### src/rtl/reg_arb_mux.sv
// reg_arb_mux: round-robin arbitrating multiplexer with a one-entry registered output.
// CHANNELS valid/ready producers share one valid/ready consumer; the winner's word and
// its source index are captured in output flops.
module reg_arb_mux #(
    parameter int unsigned DATA_BITS = 8,
    parameter int unsigned CHANNELS  = 4,
    // Derived; do not override.
    parameter int unsigned SEL_BITS  = $clog2(CHANNELS)
) (
    input  logic                          clk,
    input  logic                          reset,
    input  logic [CHANNELS*DATA_BITS-1:0] in_data,
    input  logic [CHANNELS-1:0]           in_valid,
    output logic [CHANNELS-1:0]           in_ready,
    output logic [DATA_BITS-1:0]          out_data,
    output logic [SEL_BITS-1:0]           out_sel,
    output logic                          out_valid,
    input  logic                          out_ready
);

    // Rotation pointer: index of the most recently granted channel.
    logic [SEL_BITS-1:0]  last_q;
    logic [DATA_BITS-1:0] data_q;
    logic [SEL_BITS-1:0]  sel_q;
    logic                 valid_q;

    logic                 grant_valid;
    logic [SEL_BITS-1:0]  grant_idx;
    logic [SEL_BITS-1:0]  cand;
    logic                 free;
    logic                 accept;
    logic [DATA_BITS-1:0] chan_data [CHANNELS];

    // Unpack the flat data bus into one word per channel.
    always_comb begin
        for (int unsigned i = 0; i < CHANNELS; i++) begin
            chan_data[i] = in_data[i*DATA_BITS +: DATA_BITS];
        end
    end

    // Search last+1, last+2, ... (mod CHANNELS); the first valid channel wins.
    always_comb begin
        grant_valid = 1'b0;
        grant_idx   = '0;
        cand        = '0;
        for (int unsigned k = 1; k <= CHANNELS; k++) begin
            cand = SEL_BITS'((32'(last_q) + k) % CHANNELS);
            if (!grant_valid && in_valid[cand]) begin
                grant_valid = 1'b1;
                grant_idx   = cand;
            end
        end
    end

    // Output register can take a word when empty or being drained this cycle.
    always_comb begin
        free     = !valid_q || out_ready;
        accept   = grant_valid && free && !reset;
        in_ready = '0;
        if (accept) begin
            in_ready[grant_idx] = 1'b1;
        end
    end

    // Capture the winner; a drain without a fill empties the register but keeps data/sel.
    always_ff @(posedge clk) begin
        if (reset) begin
            valid_q <= 1'b0;
            data_q  <= '0;
            sel_q   <= '0;
            last_q  <= SEL_BITS'(CHANNELS - 1);
        end else if (accept) begin
            valid_q <= 1'b1;
            data_q  <= chan_data[grant_idx];
            sel_q   <= grant_idx;
            last_q  <= grant_idx;
        end else if (out_ready) begin
            valid_q <= 1'b0;
        end
    end

    assign out_data  = data_q;
    assign out_sel   = sel_q;
    assign out_valid = valid_q;

endmodule
### config.mk
export PLATFORM = sky130hd
export DESIGN_NAME = reg_arb_mux
export DESIGN_NICKNAME = d
export VERILOG_FILES = /design/src/rtl/reg_arb_mux.sv
export SDC_FILE = /design/constraint.sdc
export NUM_CORES = 1
export LEC_CHECK = 0
export ABC_AREA = 1
export CAP_MARGIN = 20
export CELL_PAD_IN_SITES_DETAIL_PLACEMENT = 1
export CELL_PAD_IN_SITES_GLOBAL_PLACEMENT = 2
export CORE_ASPECT_RATIO = 1.5
export CORE_MARGIN = 2
export CORE_UTILIZATION = 20
export CTS_CLUSTER_DIAMETER = 200
export CTS_CLUSTER_SIZE = 8
export DETAILED_ROUTE_END_ITERATION = 16
export MAX_ROUTING_LAYER = met4
export PLACE_DENSITY_LB_ADDON = 0.1
export SLEW_MARGIN = 20
export SYNTH_ARGS = -nofsm -noshare
export SYNTH_HDL_FRONTEND = slang
export SYNTH_SLANG_ARGS = --single-unit
### constraint.sdc
create_clock -name clk -period 3.2 [get_ports clk]
set_input_delay 0.48 -clock clk [delete_from_list [all_inputs] [get_ports clk]]
set_output_delay 0.48 -clock clk [all_outputs]
set_load 0.05 [all_outputs]
# After elaboration in Yosys (flattened, before gate mapping)
# Cells that the tools add are included.
# totals
ram_bits	0
latchBits	0
romBits	0
regBits	13
in_bits	39
memories	0
# op_classes
mul	0
reduce_logical	13
shift	0
magnitude_cmp	7
add_sub_neg	4
n_bitwise	1
mux	24
n_div	0
eq_ne	0
# ops
cell	n
8-bit binary-select mux with 2-bit select	1
8-bit 2-to-1 mux	2
2-bit by 3-bit < comparator with 1-bit output (second input constant)	5
1-bit 2-to-1 mux	11
1-bit binary-select mux with 2-bit select	4
2-bit 2-to-1 mux	4
1-bit logical AND	6
1-bit zero test	5
2-bit by 1-bit adder with 2-bit output (second input constant)	2
2-bit adder (second input constant)	2
4-bit 2-to-1 mux	1
3-bit >= comparator (second input constant)	1
2-bit inverter with 3-bit output	1
1-bit demux with 2-bit select	1
2-bit by 1-bit >= comparator with 1-bit output (second input constant)	1
2-bit nonzero test	1
1-bit logical OR	1

# Longest topological paths before layout
# Gate-level depths: netlist of the first run.
# logic_depth
word_depth	18
mapped_depth	17
mapped_depth_nobuf	15

# Least setup slack after synthesis of the first run
# No wires, ideal clock.
# synth_timing
path_kind	reg2out
startpoint	register last_q[0]
endpoint	output port in_ready[1]
slack_ns	0.373
path_stages_with_launch	12
required_ns	2.720
arrival_time_ns	2.347
cell_sequence	dfxtp_1 -> buf_4 -> inv_4 -> nand2_1 -> nand2_1 -> nand2_1 -> nand2_1 -> inv_1 -> nand3_4 -> nand3_4 -> buf_2 -> nor3_1
# synth_between
elab_chain_cells	18
elab_cells_between_ends	34
cone_classes	add/sub (4); order compare (2); mux (19); reduce/logical (9)
# synth_rtl
element	line	source
start, declared	22	logic [SEL_BITS-1:0] last_q;
start signal, assigned	71	last_q <= SEL_BITS'(CHANNELS - 1);
start signal, assigned	76	last_q <= grant_idx;
2-bit by 1-bit adder with 2-bit output	47	cand = SEL_BITS'((32'(last_q) + k) % CHANNELS);
1-bit binary-select mux with 2-bit select	48	if (!grant_valid && in_valid[cand]) begin
1-bit 2-to-1 mux (not written as such)	48	
1-bit 2-to-1 mux	48	
1-bit zero test	48	
1-bit logical AND	48	
1-bit 2-to-1 mux	48	
1-bit zero test	48	
[... 2 more ...]	-	
1-bit zero test	48	
1-bit logical AND	48	
2-bit 2-to-1 mux	48	
2-bit by 3-bit < comparator with 1-bit output (not written as such) / 2-bit by 1-bit >= comparator with 1-bit output (equally long branches)	61	in_ready[grant_idx] = 1'b1;
1-bit logical AND (not written as such)	61	
1-bit 2-to-1 mux (not written as such)	61	
1-bit demux with 2-bit select	61	
4-bit 2-to-1 mux (*)	60	if (accept) begin
end, declared	14	output logic [CHANNELS-1:0] in_ready,
# Mark *: on every way between the ends. The rest lies on a longest branch, timed or not. The select of a mux whose other input is x is not followed.

# Worst setup path in the final report of the first run
# layout_timing
startpoint	input port in_valid[1]
endpoint	output port in_ready[2]
# layout_between
elab_chain_cells	17
elab_cells_between_ends	30
cone_classes	order compare (2); mux (19); reduce/logical (9)
# layout_rtl
element	line	source
start, declared	13	input logic [CHANNELS-1:0] in_valid,
1-bit binary-select mux with 2-bit select	48	
1-bit 2-to-1 mux (not written as such)	48	
1-bit 2-to-1 mux	48	
1-bit zero test	48	
1-bit logical AND	48	
1-bit 2-to-1 mux	48	
1-bit zero test	48	
1-bit logical AND	48	
1-bit 2-to-1 mux	48	
1-bit zero test	48	
1-bit logical AND	48	
2-bit 2-to-1 mux	48	
2-bit by 3-bit < comparator with 1-bit output (not written as such) / 2-bit by 1-bit >= comparator with 1-bit output (equally long branches)	61	
1-bit logical AND (not written as such)	61	
1-bit 2-to-1 mux (not written as such)	61	
1-bit demux with 2-bit select	61	
4-bit 2-to-1 mux (*)	60	
# Marks and branches as above.

==> results.py, run 1 <==
metrics = {
    "power": {
        "seqPwrFrac": 0.152,
        "switching_share": 0.575,
        "power_leakage_nw": 0.849,
        "combPwrFrac": 0.774,
        "p_total_mw": 1.97,
        "ir_worst_vdd_uv": 363,
        "internal_power_mw": 0.836,
        "switching_power_mw": 1.13,
        "pwr-share-clk": 0.073,
        "p_per_area_nw_per_um2": 1120,
    },
    "routing": {
        "drt_iter0_drc": 29,
        "vias_per_cell": 4.30,
        "route.detailed.drc": 0,
        "firstDrtPassIters": 2,
        "wl_um": 3880,
        "ant_nets": 0,
        "num_vias": 1353,
        "wl_per_cell_um": 12.3,
    },
    "job": {
        "drv_cap": 0,
    },
    "timing": {
        "relSlewSlack": 0.650,
        "setup_tns_ns": 0,
        "fin_crit_sh": 0.913,
        "worst_hold_slack_ns": 0.476,
        "skew_ns": 0.00236,
        "fin_crit_ns": 2.92,
        "finalMaxSlewViolations": 0,
        "setup_viol": 0,
        "rsz0062_at_grt": "no",
        "tightest_slew_ns": 0.524,
        "clock.fmax_mhz": 342,
        "hold_violations": 0,
    },
    "floorplan": {
        "die_width_um": 64.4,
        "start_util": 0.204,
        "rows": 33,
        "core_sq_um": 5370,
        "die_h_um": 94.6,
        "ios": 54,
        "die-area_sq_um": 6090,
    },
    "synthesis": {
        "syn_nets": 232,
        "ys_warn_count": 0,
        "synth_cells": 193,
        "syn_area_sq_um": 1090,
        "yosysSeqAreaShare": 0.238,
        "ys_types": 20,
        "synthesis.area_per_instance_sq_um": 5.67,
        "ys_ff_latch": 13,
    },
    "clock_tree": {
        "cts-buffers-inserted": 3,
        "clockBufferDepth": 2,
        "clockRootBuffer": "clkbuf_8",
        "cts_hold_buf": 0,
        "cts_resized": 0,
        "postCtsSetupRepairBufs": 0,
        "clk_pin_slew_ns": 0.05,
        "clock_latency_ns": 0.24,
        "cts_tree": "built",
        "cts.sinks": 13,
        "cts_htree_levels": 1,
    },
    "worst_setup_path": {
        "cp_slowest_stage_delay_ns": 0.44,
        "crit_required_ns": 2.72,
        "timing.rr.end": "out_data[7]",
        "cp.arrival_ns": 2.44,
        "r2r_cells": 13,
        "crit_fanout": 13,
        "path_cells": "clkdlybuf4s50_1 > inv_1 > nand2_1 > nand3_1 > nand2_1 > nor2_4 > nand3_4 > nand2_4 > nand2_4 > inv_4 > nand2_2 > nor2_1 > buf_12",
        "worst_setup_path_start_kind": "input pin",
        "timing.rr.start": "last_q[0]",
        "crit_start": "in_valid[1]",
        "cp-end-kind": "output pin",
        "crit_path_top_delay_cell": "clkdlybuf4s50_1",
        "reg2reg_setup_slack_ns": 1.09,
        "critPathKind": "input pin to output pin",
        "crit_end": "in_ready[2]",
    },
    "placement": {
        "hpwlAfterDp_um": 3360,
        "place_congestion": 0.692,
        "portBuffers": 53,
        "dp_cells": 311,
    },
    "layout": {
        "num-fill-cells": 696,
        "fin_util": 0.328,
        "final_cell_mix": "nand2_1, clkdlybuf4s50_1, nand3_1, nor2_1, inv_1",
        "fin_cells": 315,
        "regArea_sq_um": 260,
        "syn_to_final_growth_pct": 61.0,
        "multi_input_area_sq_um": 694,
        "drive_gt1_frac": 0.114,
        "antennaDiodeCount": 0,
        "layout_commonest_cell": "nand2_1",
        "finish.net_count": 285,
    },
    "grt": {
        "grt_overflow": 0,
        "antenna_found_initial": 0,
        "grt.total_usage": 0.139,
        "grt_pass1_vias": 1452,
        "grt_pass1_wl_um": 6400,
        "grt_max_degree": 16,
    },
    "outcome": {
        "status": "finished, final reports clean",
    },
    "hold_path": {
        "worstHoldPathType": "register to register",
    },
}
## synth_stat cells (all sizes together)
master | number | area, sq um
inv | 22 | 87.6
nand3 | 35 | 200
nor2 | 24 | 110
nand2 | 86 | 350
buf | 6 | 47.5
a31oi | 1 | 6.26
clkbuf | 1 | 3.75
nor3 | 2 | 10.0
o31ai | 1 | 7.51
dfxtp | 13 | 260
o21ai | 2 | 10.0
## metal layers
metal	vias up	routed length, um	track usage
li1	703	-	-
met1	620	1370	0.123
met2	26	2430	0.303
met3	4	65	0.0107
met4	0	19	0.0372
met5	-	0	-
## power groups by stage
stage	registers [mW]	clock network (mW)	logic, mW
after detailed placement	0.304	0	1.56
after global routing	0.311	0.163	1.69
after CTS	0.302	0.151	1.57
final	0.300	0.144	1.52
after global placement	0.308	0	1.57
after floorplan	0.487	0	0.960
## cell type report
cell class,instances,share of cell area
Inverter,22,0.0498
Timing Repair Buffer,55,0.333
Tap cell,70,0.0498
Multi-Input combinational cell,151,0.394
Sequential cell,13,0.148
Clock buffer,4,0.0256
## sequential cells by signal, summed over array words and instances (netlist names)
signal / flops
out_data: 8
last_q: 2
out_sel: 2
out_valid: 1
## worst max-delay path, delay by kind of cell
| family | cells | cell delay (ns) |
|---|---|---|
| buffers and inverters | 4 | 0.82 |
| and+or+nand+nor | 9 | 1.12 |
## worst min-delay path by stage
stage                      from           to  slack (ns)  cells past startpoint
global placement    out_data[1]  out_data[1]        0.48                      2
CTS                 out_data[1]  out_data[1]        0.49                      2
finish              out_data[1]  out_data[1]        0.48                      2
global route        out_data[6]  out_data[6]        0.52                      2
detailed placement  out_data[1]  out_data[1]        0.48                      2
floorplan             last_q[1]    last_q[1]        0.56                      2
## through the flow
| step | setup WS [ns] | instance area [sq um] |
|---|---|---|
| after global placement | 0.240 | 1720 |
| final | 0.280 | 1760 |
| after global routing | 0.0697 | 1760 |
| after floorplan | 0.373 | 1090 |
| after CTS | 0.213 | 1760 |
| after detailed placement | 0.220 | 1720 |
## cells by family (layout without fill, tap and decap cells)
family / Yosys count / after routing / synth area share
buffers and inverters: 29 / 81 / 0.127
flip-flops: 13 / 13 / 0.238
AO/OA/AOI/OAI: 4 / 4 / 0.0217
AND/OR/NAND/NOR: 147 / 147 / 0.613
Power figures use the tool's default switching activity.
==> run 2, diff against run 1 <==
--- a/config.mk
+++ b/config.mk
@@ -9,8 +9,6 @@
 export CAP_MARGIN = 20
 export CELL_PAD_IN_SITES_DETAIL_PLACEMENT = 1
 export CELL_PAD_IN_SITES_GLOBAL_PLACEMENT = 2
-export CORE_ASPECT_RATIO = 1.5
-export CORE_MARGIN = 2
 export CORE_UTILIZATION = 20
 export CTS_CLUSTER_DIAMETER = 200
 export CTS_CLUSTER_SIZE = 8
==> results.py, run 2 (synthesis gave the netlist of run 1 again) <==
metrics = {
    "outcome": {
        "status": "finished, final reports clean",
    },
    "power": {
        "ir_worst_vdd_uv": 392,
        "p_per_area_nw_per_um2": 1120,
        "power_leakage_nw": 0.849,
    },
    "worst_setup_path": {
        "crit_start": "in_valid[1]",
        "cp-end-kind": "output pin",
        "crit_path_top_delay_cell": "clkdlybuf4s50_1",
        "crit_fanout": 13,
        "path_cells": "clkdlybuf4s50_1 > inv_1 > nand2_1 > nand3_1 > nand2_1 > nor2_4 > nand3_4 > nand2_4 > nand2_4 > inv_4 > nand2_2 > nor2_1 > buf_12",
        "cp.arrival_ns": 2.45,
        "critPathKind": "input pin to output pin",
        "worst_setup_path_start_kind": "input pin",
        "crit_required_ns": 2.72,
        "cp_slowest_stage_delay_ns": 0.44,
        "timing.rr.start": "last_q[1]",
    },
    "clock_tree": {
        "cts.sinks": 13,
        "cts-buffers-inserted": 3,
        "postCtsSetupRepairBufs": 0,
        "clockBufferDepth": 2,
        "cts_htree_levels": 1,
        "cts_tree": "built",
        "clk_pin_slew_ns": 0.06,
        "clock_latency_ns": 0.25,
        "clockRootBuffer": "clkbuf_8",
    },
    "routing": {
        "wl_per_cell_um": 12.0,
        "num_vias": 1305,
        "firstDrtPassIters": 4,
        "route.detailed.drc": 0,
        "drt_iter0_drc": 53,
        "vias_per_cell": 4.14,
        "wl_um": 3790,
        "ant_nets": 0,
    },
    "grt": {
        "grt.total_usage": 0.145,
        "grt_max_degree": 16,
        "grtUsageMet3": 0.0193,
        "grt_pass1_wl_um": 6520,
        "grt_overflow": 0,
        "use_met2": 0.253,
        "grt-busiest-layer": "met2",
        "globalRouteMet1Util": 0.172,
        "antenna_found_initial": 0,
        "grt_pass1_vias": 1371,
    },
    "layout": {
        "fin_cells": 315,
        "antennaDiodeCount": 0,
        "largest_register_ffs": 8,
        "finish.net_count": 285,
        "syn_to_final_growth_pct": 61.1,
        "final_cell_mix": "nand2_1, clkdlybuf4s50_1, nand3_1, nor2_1, inv_1",
        "drive_gt1_frac": 0.118,
        "layout_commonest_cell": "nand2_1",
    },
    "floorplan": {
        "start_util": 0.211,
        "die_width_um": 75.9,
        "core_sq_um": 5170,
        "die-area_sq_um": 5770,
        "rows": 26,
        "die_h_um": 75.9,
        "ios": 54,
    },
    "placement": {
        "portBuffers": 53,
        "place_congestion": 0.746,
        "dp_cells": 311,
        "hpwlAfterDp_um": 3050,
    },
    "timing": {
        "hold_violations": 0,
        "setup_tns_ns": 0,
        "relSlewSlack": 0.665,
        "fin_crit_sh": 0.917,
        "fin_crit_ns": 2.93,
        "rsz0062_at_grt": "no",
        "clock.fmax_mhz": 341,
        "finalMaxSlewViolations": 0,
        "tightest_slew_ns": 0.502,
        "skew_ns": 0.00720,
        "setup_viol": 0,
    },
    "job": {
        "drv_cap": 0,
    },
    "hold_path": {
        "hp-start": "out_data[1]",
        "worstHoldPathType": "register to register",
    },
}
==> run 2: final cells by class <==
class                           instances  area [sq um]
Clock buffer                            4          45.0
Fill cell                             660          3410
Sequential cell                        13           262
Tap cell                               70          87.6
Multi-Input combinational cell        151           694
Timing Repair Buffer                   55           586
Inverter                               22          87.6
==> run 2: final timing paths <==
check,to,slack (ns),cells after the start
worst max-delay path,in_ready[2],0.27,13
worst min-delay path,out_data[1],0.48,2
worst max register to register,last_q[0],1.24,13
worst min register to register,out_data[1],0.48,2
==> run 2: where the power goes <==
part | leakage (nW) | internal (mW) | total (mW) | switching, mW
combinational | 0.718 | 0.510 | 1.52 | 1.01
clock | 0.0228 | 0.0882 | 0.159 | 0.0708
sequential | 0.109 | 0.239 | 0.298 | 0.0587
==> run 2: stage by stage <==
stage | setup slack [ns] | total power, mW | util | hold WS (ns) | cell area, sq um
floorplan | 0.373 | 1.45 | - | 0.558 | 1090
global placement | 0.234 | 1.83 | 0.332 | 0.460 | 1720
detailed placement | 0.224 | 1.85 | 0.332 | 0.468 | 1720
CTS | 0.220 | 2.01 | 0.340 | 0.479 | 1760
global route | 0.0406 | 2.19 | 0.341 | 0.504 | 1760
finish | 0.266 | 1.98 | 0.341 | 0.477 | 1760
==> run 2: what timing repair did <==
| action | 4_1_cts | 5_1_grt |
|---|---|---|
| hold buffers | 0 | 0 |
| setup endpoints to repair | 0 | 1 |
| gates resized for setup | 0 | 1 |
==> run 2: critical path: cells and delay by family <==
kind	cells	cell delay, ns
AND/OR/NAND/NOR	9	1.12
buffers and inverters	4	0.84
==> run 2: per-layer routing <==
layer	part of all wire	wire length, um
met5	0	0
met4	0.0090	34
met3	0.027	104
met2	0.49	1860
met1	0.47	1780
